--- config.mk ---
export PLATFORM = sky130hd
export DESIGN_NAME = copy_burst_gen
export DESIGN_NICKNAME = d
export VERILOG_FILES = /design/src/rtl/copy_burst_gen.sv
export SDC_FILE = /design/constraint.sdc
export NUM_CORES = 1
export LEC_CHECK = 0
export ABC_AREA = 1
export CORE_MARGIN = 5
export CORE_UTILIZATION = 53
export DETAILED_ROUTE_END_ITERATION = 10
export GPL_TIMING_DRIVEN = 0
export PLACE_DENSITY = 0.89
export SLEW_MARGIN = 20
export SYNTH_ARGS = -nofsm -noshare
export SYNTH_HDL_FRONTEND = slang
export SYNTH_SLANG_ARGS = --single-unit
--- constraint.sdc ---
create_clock -name clk -period 4.2 [get_ports clk]
set_input_delay 1.05 -clock clk [delete_from_list [all_inputs] [get_ports clk]]
set_output_delay 1.05 -clock clk [all_outputs]
set_load 0.005 [all_outputs]
--- src/rtl/copy_burst_gen.sv ---
// Splits line-granular copy commands into bursts of up to MAX_BURST_CNT lines, one burst per cycle.
// Define COPY_BURST_GEN_PAGE_SPLIT_EN to keep every burst within a 4 KB page.
module copy_burst_gen #(
   parameter int ADDR_WIDTH    = 64,
   parameter int LEN_WIDTH     = 32,
   parameter int MAX_BURST_CNT = 64,
   parameter int LINE_BYTES    = 64
) (
   input  logic                  clk,
   input  logic                  reset_n,
   input  logic                  cmd_valid,
   output logic                  cmd_ready,
   input  logic [ADDR_WIDTH-1:0] cmd_addr,
   input  logic [LEN_WIDTH-1:0]  cmd_num_lines,
   output logic                  burst_valid,
   input  logic                  burst_ready,
   output logic [ADDR_WIDTH-1:0] burst_addr,
   output logic [7:0]            burst_len,
   output logic                  burst_last,
   output logic                  busy,
   output logic [31:0]           burst_count
);

   localparam int LB_SHIFT = $clog2(LINE_BYTES);
   localparam int NW       = (LEN_WIDTH > 13) ? LEN_WIDTH : 13;
   localparam logic [ADDR_WIDTH-1:0] LINE_MASK = ADDR_WIDTH'(LINE_BYTES - 1);

   typedef enum logic {IDLE, RUN} state_t;

   state_t                state_q, state_d;
   logic                  cmd_ready_q, cmd_ready_d;
   logic                  valid_q, valid_d;
   logic [ADDR_WIDTH-1:0] addr_q, addr_d;
   logic [LEN_WIDTH-1:0]  rem_q, rem_d;
   logic [8:0]            n_q, n_d;
   logic [7:0]            len_q, len_d;
   logic                  last_q, last_d;
   logic [31:0]           count_q, count_d;

   logic [ADDR_WIDTH-1:0] nxt_addr;
   logic [LEN_WIDTH-1:0]  nxt_rem;
   logic [8:0]            nxt_n;
   logic                  load;

`ifdef COPY_BURST_GEN_PAGE_SPLIT_EN
   function automatic logic [8:0] calc_n(input logic [ADDR_WIDTH-1:0] a,
                                         input logic [LEN_WIDTH-1:0]  r);
      logic [NW-1:0] lim;
      logic [11:0]   off;
      logic [12:0]   pg;
      lim = NW'(MAX_BURST_CNT);
      if (NW'(r) < lim) lim = NW'(r);
      off = 12'(a);
      pg  = (13'd4096 - {1'b0, off}) >> LB_SHIFT;
      if (NW'(pg) < lim) lim = NW'(pg);
      return lim[8:0];
   endfunction
`else
   function automatic logic [8:0] calc_n(input logic [LEN_WIDTH-1:0] r);
      logic [NW-1:0] lim;
      lim = NW'(MAX_BURST_CNT);
      if (NW'(r) < lim) lim = NW'(r);
      return lim[8:0];
   endfunction
`endif

   always_comb begin
      state_d     = state_q;
      cmd_ready_d = cmd_ready_q;
      valid_d     = valid_q;
      addr_d      = addr_q;
      rem_d       = rem_q;
      n_d         = n_q;
      len_d       = len_q;
      last_d      = last_q;
      count_d     = count_q;
      nxt_addr    = addr_q;
      nxt_rem     = rem_q;
      load        = 1'b0;

      case (state_q)
         IDLE: begin
            cmd_ready_d = 1'b1;
            valid_d     = 1'b0;
            // zero-line commands are consumed here without leaving IDLE
            if (cmd_valid && cmd_ready_q && (cmd_num_lines != '0)) begin
               nxt_addr    = cmd_addr & ~LINE_MASK;
               nxt_rem     = cmd_num_lines;
               load        = 1'b1;
               state_d     = RUN;
               cmd_ready_d = 1'b0;
            end
         end
         RUN: begin
            if (valid_q && burst_ready) begin
               count_d = count_q + 32'd1;
               if (last_q) begin
                  state_d     = IDLE;
                  valid_d     = 1'b0;
                  last_d      = 1'b0;
                  cmd_ready_d = 1'b1;
               end else begin
                  nxt_addr = addr_q + (ADDR_WIDTH'(n_q) << LB_SHIFT);
                  nxt_rem  = rem_q - LEN_WIDTH'(n_q);
                  load     = 1'b1;
               end
            end
         end
         default: state_d = IDLE;
      endcase

`ifdef COPY_BURST_GEN_PAGE_SPLIT_EN
      nxt_n = calc_n(nxt_addr, nxt_rem);
`else
      nxt_n = calc_n(nxt_rem);
`endif

      if (load) begin
         addr_d  = nxt_addr;
         rem_d   = nxt_rem;
         n_d     = nxt_n;
         len_d   = 8'(nxt_n - 9'd1);
         last_d  = (NW'(nxt_n) == NW'(nxt_rem));
         valid_d = 1'b1;
      end
   end

   always_ff @(posedge clk or negedge reset_n) begin
      if (!reset_n) begin
         state_q     <= IDLE;
         cmd_ready_q <= 1'b0;
         valid_q     <= 1'b0;
         addr_q      <= '0;
         rem_q       <= '0;
         n_q         <= '0;
         len_q       <= '0;
         last_q      <= 1'b0;
         count_q     <= '0;
      end else begin
         state_q     <= state_d;
         cmd_ready_q <= cmd_ready_d;
         valid_q     <= valid_d;
         addr_q      <= addr_d;
         rem_q       <= rem_d;
         n_q         <= n_d;
         len_q       <= len_d;
         last_q      <= last_d;
         count_q     <= count_d;
      end
   end

   assign cmd_ready   = cmd_ready_q;
   assign burst_valid = valid_q;
   assign burst_addr  = addr_q;
   assign burst_len   = len_q;
   assign burst_last  = last_q;
   assign busy        = (state_q == RUN);
   assign burst_count = count_q;

endmodule

======== After elaboration in Yosys (flattened, before gate mapping) ========
Cells that the tools add are included.
storage, ports and cells
  register bits ........................... 149
  logic and storage cells ................. 59
cells by class
  add/sub/neg operators ................... 4
  $lt $le $gt $ge ......................... 1
  equality and inequality tests ........... 7
  mux-type cells .......................... 26
  bitwise operators ....................... 1
  reduce and logical (&&, ||, !) cells .... 11
operators by type and width
  operator                 number
  $mux W64                 3
  $pmux W64 S2             1
  $mux W32                 3
  $add A64 B15 Y64         1
  $pmux W32 S2             1
  $add A32 B1 Y32 const B  1
  $eq A9 B32 Y1            1
  $lt A32 B7 Y1 const B    1
  $reduce_bool A32 Y1      1
  $sub A32 B9 Y32          1
  $mux W1                  13
  $mux W9                  1
  $pmux W1 S2              4
  $reduce_and A2 Y1        4
  $sub A8 B1 Y8 const B    1
  $ne A3 B1 Y1 const B     2
  $ne A2 B1 Y1 const B     2
  $ne A2 B2 Y1 const B     2
  $reduce_and A4 Y1        1
  $reduce_bool A2 Y1       2
  $logic_and A1 B1 Y1      3
  $not A1 Y1               1

======== Logic depth before layout (Yosys ltp) ========
Gate-level depths: netlist of run 1.
  word-level depth ........................ 8
  depth in mapped cells ................... 27
  mapped depth without buffers ............ 27

======== Worst setup path before layout of run 1 ========
Ideal clock, no wire load.
  path type ............................... input-to-reg
  start point ............................. input port cmd_num_lines[13]
  end point ............................... register len_q[6] (netlist: burst_len[6])
  setup time .............................. 0.077 ns
  arrival ................................. 3.089 ns
  path slack .............................. 1.034 ns
  stages .................................. 21
  buffers on the path ..................... 1
  path through ............................ nor2_1 > nand2_1 > nor2_2 > nand4_4 > nand3_4 > inv_2 > buf_6 > nand2_1 > nand2_1 > nor2_2 > nand2_1 > nor2_1 > nand2_1 > nor2_4 > nand2_4 > clkinv_2 > nand2_2 > ha_1 > inv_1 > a21oi_1 > a21oi_1
between the ends
  word-level cells in the longest chain between the ends .. 7
  elaborated cells between the ends (all ways) .. 9
  those cells by class .................... add/sub: 1; order compare: 1; mux: 5; reduce/logical: 2
ends and longest elaborated chain
  element               RTL line  RTL
  from (decl)           14        input logic [LEN_WIDTH-1:0] cmd_num_lines,
  $reduce_bool A32 Y1   86        if (cmd_valid && cmd_ready_q && (cmd_num_lines != '0)) begin
  $logic_and A1 B1 Y1   86
  $mux W32              86
  $pmux W32 S2          81        case (state_q)
  $lt A32 B7 Y1         62        if (NW'(r) < lim) lim = NW'(r);
  $mux W9               62
  $sub A8 B1 Y8         122       len_d = 8'(nxt_n - 9'd1);
  to (signal assigned)  146       len_q <= len_d;
  to (decl)             36        logic [7:0] len_q, len_d;
Parallel ways exist; a longest one is shown, timed or not.
A chain may end at the register's enable or synchronous reset.

======== Worst setup path after layout of run 1 ========
  start point ............................. input port cmd_num_lines[2]
  end point ............................... register len_q[6] (netlist: burst_len[6])
The elaborated chain is that of the path after synthesis.

==> flow_summary.ini, run 1 <==
[run_status]
status = complete, no violations

[placed_design]
place_hpwl_um = 30600
dp.cells = 2044
globalplace.congestion = 1.001
port_buffers = 195

[global_routing]
antenna_found_initial = 0
overflow = 0
grt.total_usage_pct = 34.28
grt_pass1_vias = 11630
grt_max_degree = 84
grt_pass1_wl_um = 60690

[power]
peakVddDrop_uv = 342.3
p_total_uw = 8743
powerDensity_nw_per_um2 = 647.5
p_leak_uw = 0.006154

[run]
maxCapViolCount = 0

[sta]
finalHoldViolations = 0
finalSetupViolCount = 0
rsz0062_at_grt = no
fin_skew_ps = 9.894
drv_slew = 0
tightest_slew_ps = 838.7
period_minus_slack_ps = 3905
fin_crit_sh_pct = 92.98
fmax_mhz = 256.1
max_slew_margin_pct = 44.09

[clock_network]
tritoncts = yes
numCtsBuffers = 17
cts_sinks = 143
insertion_delay_ps = 440
cts_setup_buffers = 0
cts_root_buffer = clkbuf_16
cts_max_path_buffers = 2
ctsHtreeMaxLevel = 4
clk_pin_slew_worst_paths_ps = 70
cts-resized-gates = 0
cts_hold_buf = 0

[critical_path]
crit_fanout = 10
startpoint_type = input pin
cp-end-kind = register
criticalPathCategory = input pin to register
required_ps = 4560
arrival_ps = 4270

[floorplanning]
die_h_um = 151.7
die_x_um = 151.7
core_area_um2 = 19590
initial_core_util_pct = 54.34
ioPinCount = 208
dieArea_um2 = 23020
std_cell_rows = 51

[yosys]
ys_ff_latch = 143
yosysUniqueCellTypes = 59
synth-seq-area-share_pct = 33.62
synth.avg_cell_area_um2 = 6.746
synthesis.area_um2 = 10650
synth_cells = 1578
ys_warn_count = 0

[cells_and_area]
syn2layout_area_growth_pct = 26.83
nets = 1920
fin_util_pct = 68.92
drive_gt1_share_pct = 7.076
seq_area_um2 = 3578
instances_no_fill = 2076
multiInputGateArea_um2 = 5894
filler_cell_count = 1679

[routing]
vias = 11850
wirelength_um = 39380
via_per_inst = 5.710
antenna_left = 0
routedWlPerCell_um = 18.97
first_iter_violations = 1268
post-route-drc-count = 0
first_pass_iters = 6

[worst_hold_path]
hold_class = register to register
worst max-delay path: stages:
cell	delay, ps
clkdlybuf4s50_1	420
nor2_1	130
nand3_1	180
nor2_2	200
nand4_4	160
nand3_4	210
inv_2	90
buf_6	160
nand2_1	80
o21ai_1	80
nor2_1	220
nand3_1	170
nor2_4	240
nand2_4	100
clkinv_2	100
nand2_1	100
ha_1	250
inv_1	90
a21oi_1	70
a21oi_1	170
cells by family after synthesis:
group | after synthesis | synth area share (%)
simple gates | 860 | 36.86
buf+inv | 294 | 11.19
flops | 143 | 33.62
xor+xnor | 44 | 3.620
other cells | 1 | 0.03523
compound gates | 213 | 11.85
fa+ha+maj | 22 | 2.727
mux | 1 | 0.1058
registers in the layout, indices dropped and copies added, names as in the netlist:
register / flops
cmd_ready: 1
burst_len: 8
n_q: 9
burst_count: 32
burst_valid: 1
burst_addr: 58
rem_q: 32
busy: 1
burst_last: 1
path summary, 6_finish.rpt:
path / cells after the start / startpoint / end / slack, ps
max: 20 / cmd_num_lines[2] / burst_len[6] / 290
min reg2reg: 1 / burst_count[31] / burst_count[31] / 480
min in group asynchronous: 1 / reset_n / rem_q[0] / 540
max in group asynchronous: 2 / reset_n / burst_addr[50] / 2860
max reg2reg: 23 / n_q[0] / burst_len[6] / 480
min: 1 / burst_count[31] / burst_count[31] / 480
cell usage in the layout (no fill, tap or decap), types with 7 or more instances in the layout:
cell type and n:
o211ai_1 43, ha_1 20, a31oi_1 9, buf_1 7
nand4_1 42, buf_4 7, dfrtp_1 143, or2_2 14
xor2_1 32, clkbuf_1 24, nor4_1 18, clkbuf_16 17
clkdlybuf4s50_1 194, nor2_1 189, nor2_4 7, nand3_1 134
nor2_2 16, inv_2 7, buf_2 8, xnor2_1 12
a21oi_1 38, nand2_1 376, nor3_1 34, o21ai_0 89
inv_1 234
cell usage after synthesis (all sizes together):
cell	instances	area share (%)
a211oi	1	0.071
a21oi	40	2.0
a31oi	9	0.53
a41oi	1	0.082
and2	1	0.059
and3	2	0.13
buf	28	1.8
clkbuf	23	0.81
clkinv	1	0.047
conb	1	0.035
dfrtp	143	34
fa	2	0.38
ha	20	2.4
inv	242	8.6
mux2	1	0.11
nand2	382	14
nand2b	1	0.059
nand3	140	7.0
nand3b	2	0.18
nand4	45	2.9
nor2	213	8.5
nor3	37	1.9
nor3b	1	0.071
nor4	21	1.5
o2111ai	1	0.082
o211ai	43	3.0
o21a	3	0.21
o21ai	98	4.7
o21bai	2	0.14
o221ai	3	0.25
o22a	1	0.082
o22ai	6	0.35
o31ai	5	0.35
or2	14	0.82
or4	1	0.071
xnor2	12	0.99
xor2	32	2.6
stage by stage:
stage / setup TNS, ps / area (µm²) / hold WS (ps) / worst slack [ps]
after floorplan: 0 / 10660 / 468.2 / 1034
after global placement: -553660 / 12950 / 460.7 / -3889
after detailed placement: -111.5 / 12980 / 464.2 / -59.80
after CTS: 0 / 13500 / 476.5 / 367.5
after global routing: 0 / 13500 / 511.1 / 70.37
final: 0 / 13500 / 475.7 / 294.6
report_power, final:
group	switching, µW	internal [µW]
registers	586	1870
clock network	646	751
logic	3060	1830
layer usage:
metal  global-route usage (%)  vias to the layer above  part of all wire (%)  routed length, µm
met5                        0                        -                     0                  0
met4                    16.22                        0                   4.5               1778
met3                    8.447                      128                   9.8               3849
met2                    54.69                      652                    46              18230
met1                    43.85                     5477                    39              15530
li1                         -                     5597                     -                  -
cell type report:
cell class                 instances  share of cell area, %
tap                              265                  2.456
buffer                            51                  2.020
clock buffer                      18                  3.179
timing repair buffer             196                  14.70
sequential                       143                  26.50
inverter                         243                  6.802
multi-input combinational       1146                  43.66
clock inverter                    12                 0.6487
antenna                            2                0.03707
No activity file was read; power rests on OpenSTA's default activity.
==> run 2: changes to the inputs <==
--- a/config.mk
+++ b/config.mk
@@ -9,9 +9,9 @@
 export CORE_MARGIN = 5
 export CORE_UTILIZATION = 53
 export DETAILED_ROUTE_END_ITERATION = 10
-export GPL_TIMING_DRIVEN = 0
 export PLACE_DENSITY = 0.89
 export SLEW_MARGIN = 20
 export SYNTH_ARGS = -nofsm -noshare
 export SYNTH_HDL_FRONTEND = slang
 export SYNTH_SLANG_ARGS = --single-unit
+export TNS_END_PERCENT = 10
==> flow_summary.ini, run 2 (same netlist as run 1, synthesis figures left out) <==
[clock_network]
numCtsBuffers = 17
tritoncts = yes
cts_root_buffer = clkbuf_16
ctsHtreeMaxLevel = 4
clk_pin_slew_worst_paths_ps = 70
cts-resized-gates = 0
cts_setup_buffers = 0
cts_hold_buf = 0
cts_max_path_buffers = 2
insertion_delay_ps = 440
cts_sinks = 143

[sta]
max_slew_margin_pct = 50.59
finalSetupViolCount = 0
rsz0062_at_grt = no
fin_skew_ps = 13.08
tightest_slew_ps = 734.9
finalHoldViolations = 0
fin_setup_tns_ps = 0
fmax_mhz = 262.7
whs_ps = 473.0
drv_slew = 0
fin_crit_sh_pct = 90.64
period_minus_slack_ps = 3807

[floorplanning]
ioPinCount = 208
initial_core_util_pct = 54.34
die_x_um = 151.7
die_h_um = 151.7
core_area_um2 = 19590
dieArea_um2 = 23020
std_cell_rows = 51

[critical_path]
cp-end-kind = primary output
required_ps = 3150
arrival_ps = 2760
critical_path.cell_chain = buf_4, buf_4, clkdlybuf4s50_1
crit_fanout = 69
crit_slowest_cell = clkdlybuf4s50_1
criticalPathCategory = register to primary output
critPathMaxStageDelay_ps = 680
startpoint_type = register
crit_top_cell = buf_4

[cells_and_area]
syn2layout_area_growth_pct = 26.26
seq_area_um2 = 3582
largest_reg_flops = 58
layout_common_cells = nand2_1, inv_1, clkdlybuf4s50_1
drive_gt1_share_pct = 7.151
filler_cell_count = 1635
fin_util_pct = 68.61
mostFrequentLayoutCell = nand2_1
instances_no_fill = 2042
nets = 1885
fin_area_um2 = 13440
multiInputGateArea_um2 = 5902

[placed_design]
dpl_cell_area_um2 = 12830
port_buffers = 195
dp.cells = 2009
place_hpwl_um = 26320
globalplace.congestion = 0.9461

[routing]
antenna_left = 0
routedWlPerCell_um = 17.03
wirelength_um = 34780
first_pass_iters = 6
first_iter_violations = 989
post-route-drc-count = 0
vias = 11520
via_per_inst = 5.641

[global_routing]
grt_pass1_wl_um = 55890
grt_max_degree = 119
grt.total_usage_pct = 30.48
overflow = 0
antenna_found_initial = 1
grt_pass1_vias = 11370

[power]
powerDensity_nw_per_um2 = 641.6
peakVddDrop_uv = 340.7
p_leak_uw = 0.006131

[run_status]
status = complete, no violations

[run]
maxCapViolCount = 0

[worst_hold_path]
hold_class = register to register
-- run 2: cell types whose count changed in the layout (fill, tap and decap cells not counted), moves of 2 or more --
| cell | delta |
|---|---|
| bufinv_16 | +3 |
| buf_6 | -5 |
| buf_4 | +9 |
| clkbuf_1 | -23 |
| clkinv_2 | -2 |
| clkinvlp_4 | -2 |
| buf_2 | -8 |
| buf_1 | -7 |
| clkinv_4 | +2 |
-- run 2: area by class of cell --
cell class              count  area share, %
clock inverters            14          1.350
multi-input cells        1146          43.91
well taps                 265          2.467
inverters                 243          6.833
flip-flops and latches    143          26.65
repair buffers            212          15.57
diodes                      1        0.01862
clock buffers              18          3.193
-- run 2: where the power goes --
part	total (µW)	switching (µW)	internal (µW)
Sequential	2460	585	1870
Combinational	4550	2780	1770
Clock	1610	668	946
-- run 2: per-layer routing --
metal  GRT usage (%)  wire, µm  up-vias
met5               0         0        -
met4           16.04      1736        0
met1           38.86     14140     5327
met3           6.930      2965      132
met2           48.42     15940      572
li1                -         -     5488
-- run 2: final timing paths --
kind | startpoint | slack [ps] | cells after the start | endpoint
hold reg to reg | burst_count[31] | 470 | 1 | burst_count[31]
min in group asynchronous | reset_n | 630 | 1 | burst_len[4]
hold / removal | burst_count[31] | 470 | 1 | burst_count[31]
setup / recovery | busy | 390 | 3 | busy
max in group asynchronous | reset_n | 2660 | 2 | burst_count[25]
setup reg to reg | n_q[0] | 630 | 23 | burst_len[6]
-- run 2: per-stage QoR --
step	total power, µW	setup WS, ps
final	8623	393.1
after global routing	9284	190.0
after CTS	8562	439.2
after floorplan	5215	1034
after detailed placement	6918	102.7
after global placement	6781	168.6
-- run 2: worst max-delay path, delay by kind of cell (launching register included) --
family	cells	cell delay, ps
flip-flops	1	440
buffers and inverters	3	1780
==> run 3: changes to the inputs <==
--- a/config.mk
+++ b/config.mk
@@ -6,7 +6,6 @@
 export NUM_CORES = 1
 export LEC_CHECK = 0
 export ABC_AREA = 1
-export CORE_MARGIN = 5
 export CORE_UTILIZATION = 53
 export DETAILED_ROUTE_END_ITERATION = 10
 export PLACE_DENSITY = 0.89
==> flow_summary.ini, run 3 (same netlist as run 1, synthesis figures left out) <==
[sta]
fin_skew_ps = 11.49
max_slew_margin_pct = 36.89
finalSetupViolCount = 0
period_minus_slack_ps = 3758
tightest_slew_ps = 946.7
fin_crit_sh_pct = 89.48
fin_setup_tns_ps = 0
rsz0062_at_grt = no
drv_slew = 0
finalHoldViolations = 0
fin_ws_ps = 442.0
fmax_mhz = 266.1

[routing]
antenna_left = 0
post-route-drc-count = 0
via_per_inst = 5.697
routedWlPerCell_um = 16.64
vias = 11630
wirelength_um = 33960
first_iter_violations = 1436
first_pass_iters = 6

[floorplanning]
initial_core_util_pct = 54.34
die_h_um = 143.7
die_x_um = 143.7
dieArea_um2 = 20660
core_area_um2 = 19590
ioPinCount = 208
std_cell_rows = 51

[placed_design]
globalplace.congestion = 0.9772
dpl_worst_slack_ps = 96.11
port_buffers = 195
place_hpwl_um = 25280

[power]
combPwrFrac_pct = 52.2
peakVddDrop_uv = 416.6
p_sw_share_pct = 46.21
p_int_uw = 4681
p_leak_uw = 0.006157
p_clk_share_pct = 19.3
sequentialPowerShare_pct = 28.5
powerDensity_nw_per_um2 = 645.3
p_sw_uw = 4022

[clock_network]
cts_hold_buf = 0
insertion_delay_ps = 430
cts_root_buffer = clkbuf_16
cts_setup_buffers = 0
tritoncts = yes
cts_max_path_buffers = 2
clk_pin_slew_worst_paths_ps = 70
cts-resized-gates = 0
cts_sinks = 143
ctsHtreeMaxLevel = 4
numCtsBuffers = 17

[global_routing]
overflow = 0
grt.total_usage_pct = 33.50
grt_pass1_vias = 10890
grt_max_degree = 93
antenna_found_initial = 0
grt_pass1_wl_um = 53570

[critical_path]
criticalPathCategory = input pin to register
arrival_ps = 4120
startpoint_type = input pin
crit_fanout = 11
required_ps = 4560
cp-end-kind = register

[cells_and_area]
layout_common_cells = nand2_1, inv_1, clkdlybuf4s50_1
fin_util_pct = 68.84
syn2layout_area_growth_pct = 26.69
nets = 1885
largest_reg_flops = 58
drive_gt1_share_pct = 7.151
n_antenna_cell = 0
mostFrequentLayoutCell = nand2_1

[run_status]
status = complete, no violations

[worst_hold_path]
hold_class = register to register

[run]
maxCapViolCount = 0
run 3: cell types whose count changed in the layout (fill, tap and decap cells not counted), sizes merged:
cell      previous run  this run
clkinvlp             3         2
inv                247       246
bufinv               3         4
clkbuf              18        19
diode                1         0
run 3: final timing paths:
path	depth (start not counted)	start	endpoint	slack, ps
min reg2reg	1	burst_count[31]	burst_count[31]	480
max in group asynchronous	2	reset_n	busy	2720
max	20	cmd_num_lines[4]	burst_len[6]	440
min in group asynchronous	1	reset_n	rem_q[0]	620
min	1	burst_count[31]	burst_count[31]	480
max reg2reg	21	n_q[0]	burst_len[6]	530
run 3: final cells by class:
cell class | instances | area, µm²
clock buffer | 19 | 442.9
sequential | 143 | 3582
timing repair buffer | 212 | 2106
multi-input combinational | 1146 | 5902
inverter | 243 | 918.4
fill | 1598 | 6103
tap | 265 | 331.6
clock inverter | 13 | 203.9
run 3: worst max-delay path, stage by stage:
cell and delay, ps:
clkdlybuf4s50_1 510, inv_1 50, nand3_1 170, nor2_2 80
nand2_1 80, o21ai_2 60, nand2_2 270, nor2_1 80
nor2_1 220, nand2_1 80, nor2_1 220, nand3_1 160
nor2_4 220, nand2_4 100, clkinv_2 100, nand2_2 70
ha_1 260, inv_1 100, a21oi_1 80, a21oi_1 150
run 3: power groups by stage:
stage / Clock, µW / Sequential (µW) / Combinational (µW)
floorplan: 0 / 2310 / 2900
global placement: 0 / 2450 / 4300
detailed placement: 0 / 2460 / 4430
CTS: 1690 / 2460 / 4480
global route: 1750 / 2540 / 5020
finish: 1680 / 2480 / 4540
run 3: metal layers:
layer | vias up | routed length, µm | global-route usage (%)
met3 | 138 | 3079 | 6.998
met2 | 671 | 15820 | 53.99
met4 | 0 | 1768 | 18.98
met5 | - | 0 | 0
li1 | 5497 | - | -
met1 | 5322 | 13290 | 41.75
run 3: per-stage QoR:
step           instance area (µm²)  power, µW  cells  hold WS [ps]
2_1_floorplan                10660       5215   1583         468.2
5_1_grt                      13490       9316   2041         500.7
6_report                     13490       8703   2041         479.9
3_3_place_gp                 12840       6751   2009         460.0
4_1_cts                      13490       8626   2041         490.8
3_5_place_dp                 12840       6892   2009         477.9
==> edit: new RTL, config.mk and constraints of run 2 <==
`addr_q` no longer has a reset.
--- a/src/rtl/copy_burst_gen.sv
+++ b/src/rtl/copy_burst_gen.sv
@@ -132,3 +132,2 @@
          valid_q     <= 1'b0;
-         addr_q      <= '0;
          rem_q       <= '0;
@@ -142,3 +141,2 @@
          valid_q     <= valid_d;
-         addr_q      <= addr_d;
          rem_q       <= rem_d;
@@ -149,2 +147,6 @@
       end
+   end
+
+   always_ff @(posedge clk) begin
+      addr_q <= addr_d;
    end
Check against the original RTL: differs if reset_n is asserted again (counterexample within 4 cycles, from zero or initial values and one cycle with reset_n low); with reset_n held inactive, the same outputs for 4 cycles.
==> edit against run 2 <==
Highest routed layer unchanged. Worst setup slack better by 27 ps. Combinational power is 31% lower. Wire length is 11% lower. Critical path type is now in -> reg. Clock skew hardly changed. Sequential cell count stayed put. Total power is 18% lower. Non-clock buffer count is 8 higher. Sequential power is 3% lower. Synthesized area is 5.7% lower. Register-to-register slack better by 20 ps. Design area is 4.0% lower.
==> edit: results (changes against run 2) <==
INFO  metric layout-drive-gt1-share = 0.0601 (-0.0114)
INFO  metric share_of_the_yosys_chip_area_belonging_to_registers = 0.385 (+0.0492)
INFO  metric worst_ep_arrival_time = 4120 ps (+1360 ps)
INFO  metric synth.lib_cells_used.distinct = 46 (-22%)
INFO  metric dp_hpwl = 24,100 um (-8.4%)
INFO  metric finalClockSkew = 13.0 ps (-0.0499 ps)
INFO  metric clock_h_tree_levels = 4 (unchanged)
INFO  metric grt_max_degree = 86 (-28%)
INFO  metric clk_pin_slew_worst_paths = 60 ps
INFO  metric layout.nets = 1,757 (-6.8%)
INFO  metric drt-pass1-iter-count = 5 (-1)
INFO  metric clock_latency = 430 ps
INFO  metric number_of_antenna_violations_at_the_first_check_in_global_routing = 0 (-1)
INFO  metric num_vias = 10,254 (-11%)
INFO  metric total_routing_usage_reported_by_global_routing = 0.282 (-0.0231)
INFO  metric ys_async_sr_fraction = 0.594 (-0.406)
INFO  metric critical_path.max_stage_delay = 580 ps (-100 ps)
INFO  metric status = finished clean
INFO  metric path_max_fanout = 7 (-90%)
INFO  metric root_buffer = clkbuf_16
INFO  metric cp_top_family = simple AND/OR/NAND/NOR gates
INFO  metric switchingPower = 3.00 mW (-26%)
INFO  metric netlist_top_cells_count = 440 x nand2_1, 197 x inv_1, 173 x nor2_1
INFO  metric power.ir.vdd_worst = 0.000395 V (+16%)
INFO  metric final_weighted_congestion_in_routability_driven_placement = 0.959 (+1.3%)
INFO  metric drt-total-wl = 31,100 um (-11%)
INFO  metric grt_pass1_vias = 10,020 (-12%)
INFO  metric post_synth_main_area_contributors = dfrtp_1 21%, edfxtp_1 17%, nand2_1 16%
INFO  metric tightestPinTransition = 1140 ps (+401 ps)
INFO  metric p_leak = 6.06 nW (-1.1%)
INFO  metric dr.first_iter.drc_count = 872 (-12%)
INFO  metric antenna_cells_inserted = 0 (-1)
INFO  metric synth_edf_count = 58 (+58)
INFO  metric first_pass_grt_wire_length = 49,700 um (-11%)
-- edit: cell types whose count changed after synthesis, sizes merged, moves of 14 or more --
| cell | before | now |
|---|---|---|
| dfrtp | 143 | 85 |
| edfxtp | 0 | 58 |
| inv | 242 | 200 |
| nand2 | 382 | 447 |
| nand3 | 140 | 118 |
| nor2 | 213 | 188 |
| o211ai | 43 | 2 |
| o21ai | 98 | 45 |
| or2 | 14 | 0 |
| xnor2 | 12 | 30 |
| xor2 | 32 | 52 |
-- edit: metal layers --
layer | GRT usage | routed length [um] | up-vias
met5 | 0 | 0 | -
met4 | 0.113 | 1170 | 0
met3 | 0.0586 | 2900 | 90
met2 | 0.470 | 14600 | 541
met1 | 0.360 | 12400 | 4663
li1 | - | - | 4960
-- edit: kinds of logic after synthesis --
logic type	synth area share
XOR/XNOR	0.0715
other	0.000374
flip-flops	0.385
buffers and inverters	0.0926
AND/OR/NAND/NOR	0.371
adder cells (fa/ha/maj)	0.0289
AO/OA/AOI/OAI	0.0502
-- edit: path summary, 6_finish.rpt --
| check | start | endpoint | slack (ps) | cells past startpoint |
|---|---|---|---|---|
| max in group asynchronous | reset_n | rem_q[11] | 2970 | 1 |
| hold / removal | burst_count[31] | burst_count[31] | 470 | 1 |
| setup / recovery | cmd_num_lines[0] | burst_len[6] | 420 | 21 |
| setup reg to reg | n_q[0] | burst_len[6] | 650 | 23 |
| hold reg to reg | burst_count[31] | burst_count[31] | 470 | 1 |
| min in group asynchronous | reset_n | burst_count[14] | 670 | 1 |
-- edit: cell type report --
type | instances | area [um^2]
clock buffers | 20 | 472
clock inverters | 12 | 121
fillers | 1603 | 5800
inverters | 200 | 751
multi-input cells | 1053 | 5260
flip-flops and latches | 143 | 3870
well taps | 234 | 293
repair buffers | 220 | 2140
-- edit: power groups by stage --
| stage | clock (mW) | combinational [mW] | sequential [mW] |
|---|---|---|---|
| 6_report | 1.54 | 3.14 | 2.38 |
| 3_5_place_dp | 0 | 3.09 | 2.39 |
| 5_1_grt | 1.62 | 3.51 | 2.43 |
| 3_3_place_gp | 0 | 2.98 | 2.38 |
| 2_1_floorplan | 0 | 1.97 | 2.27 |
| 4_1_cts | 1.56 | 3.12 | 2.37 |
-- edit: through the flow --
stage	setup slack [ps]	instances	hold slack, ps	area (um^2)
after floorplan	758	1432	465	10100
after global placement	113	1850	458	12300
after detailed placement	70.3	1850	464	12300
after CTS	481	1882	472	12900
after global routing	186	1882	520	12900
final	420	1882	469	12900
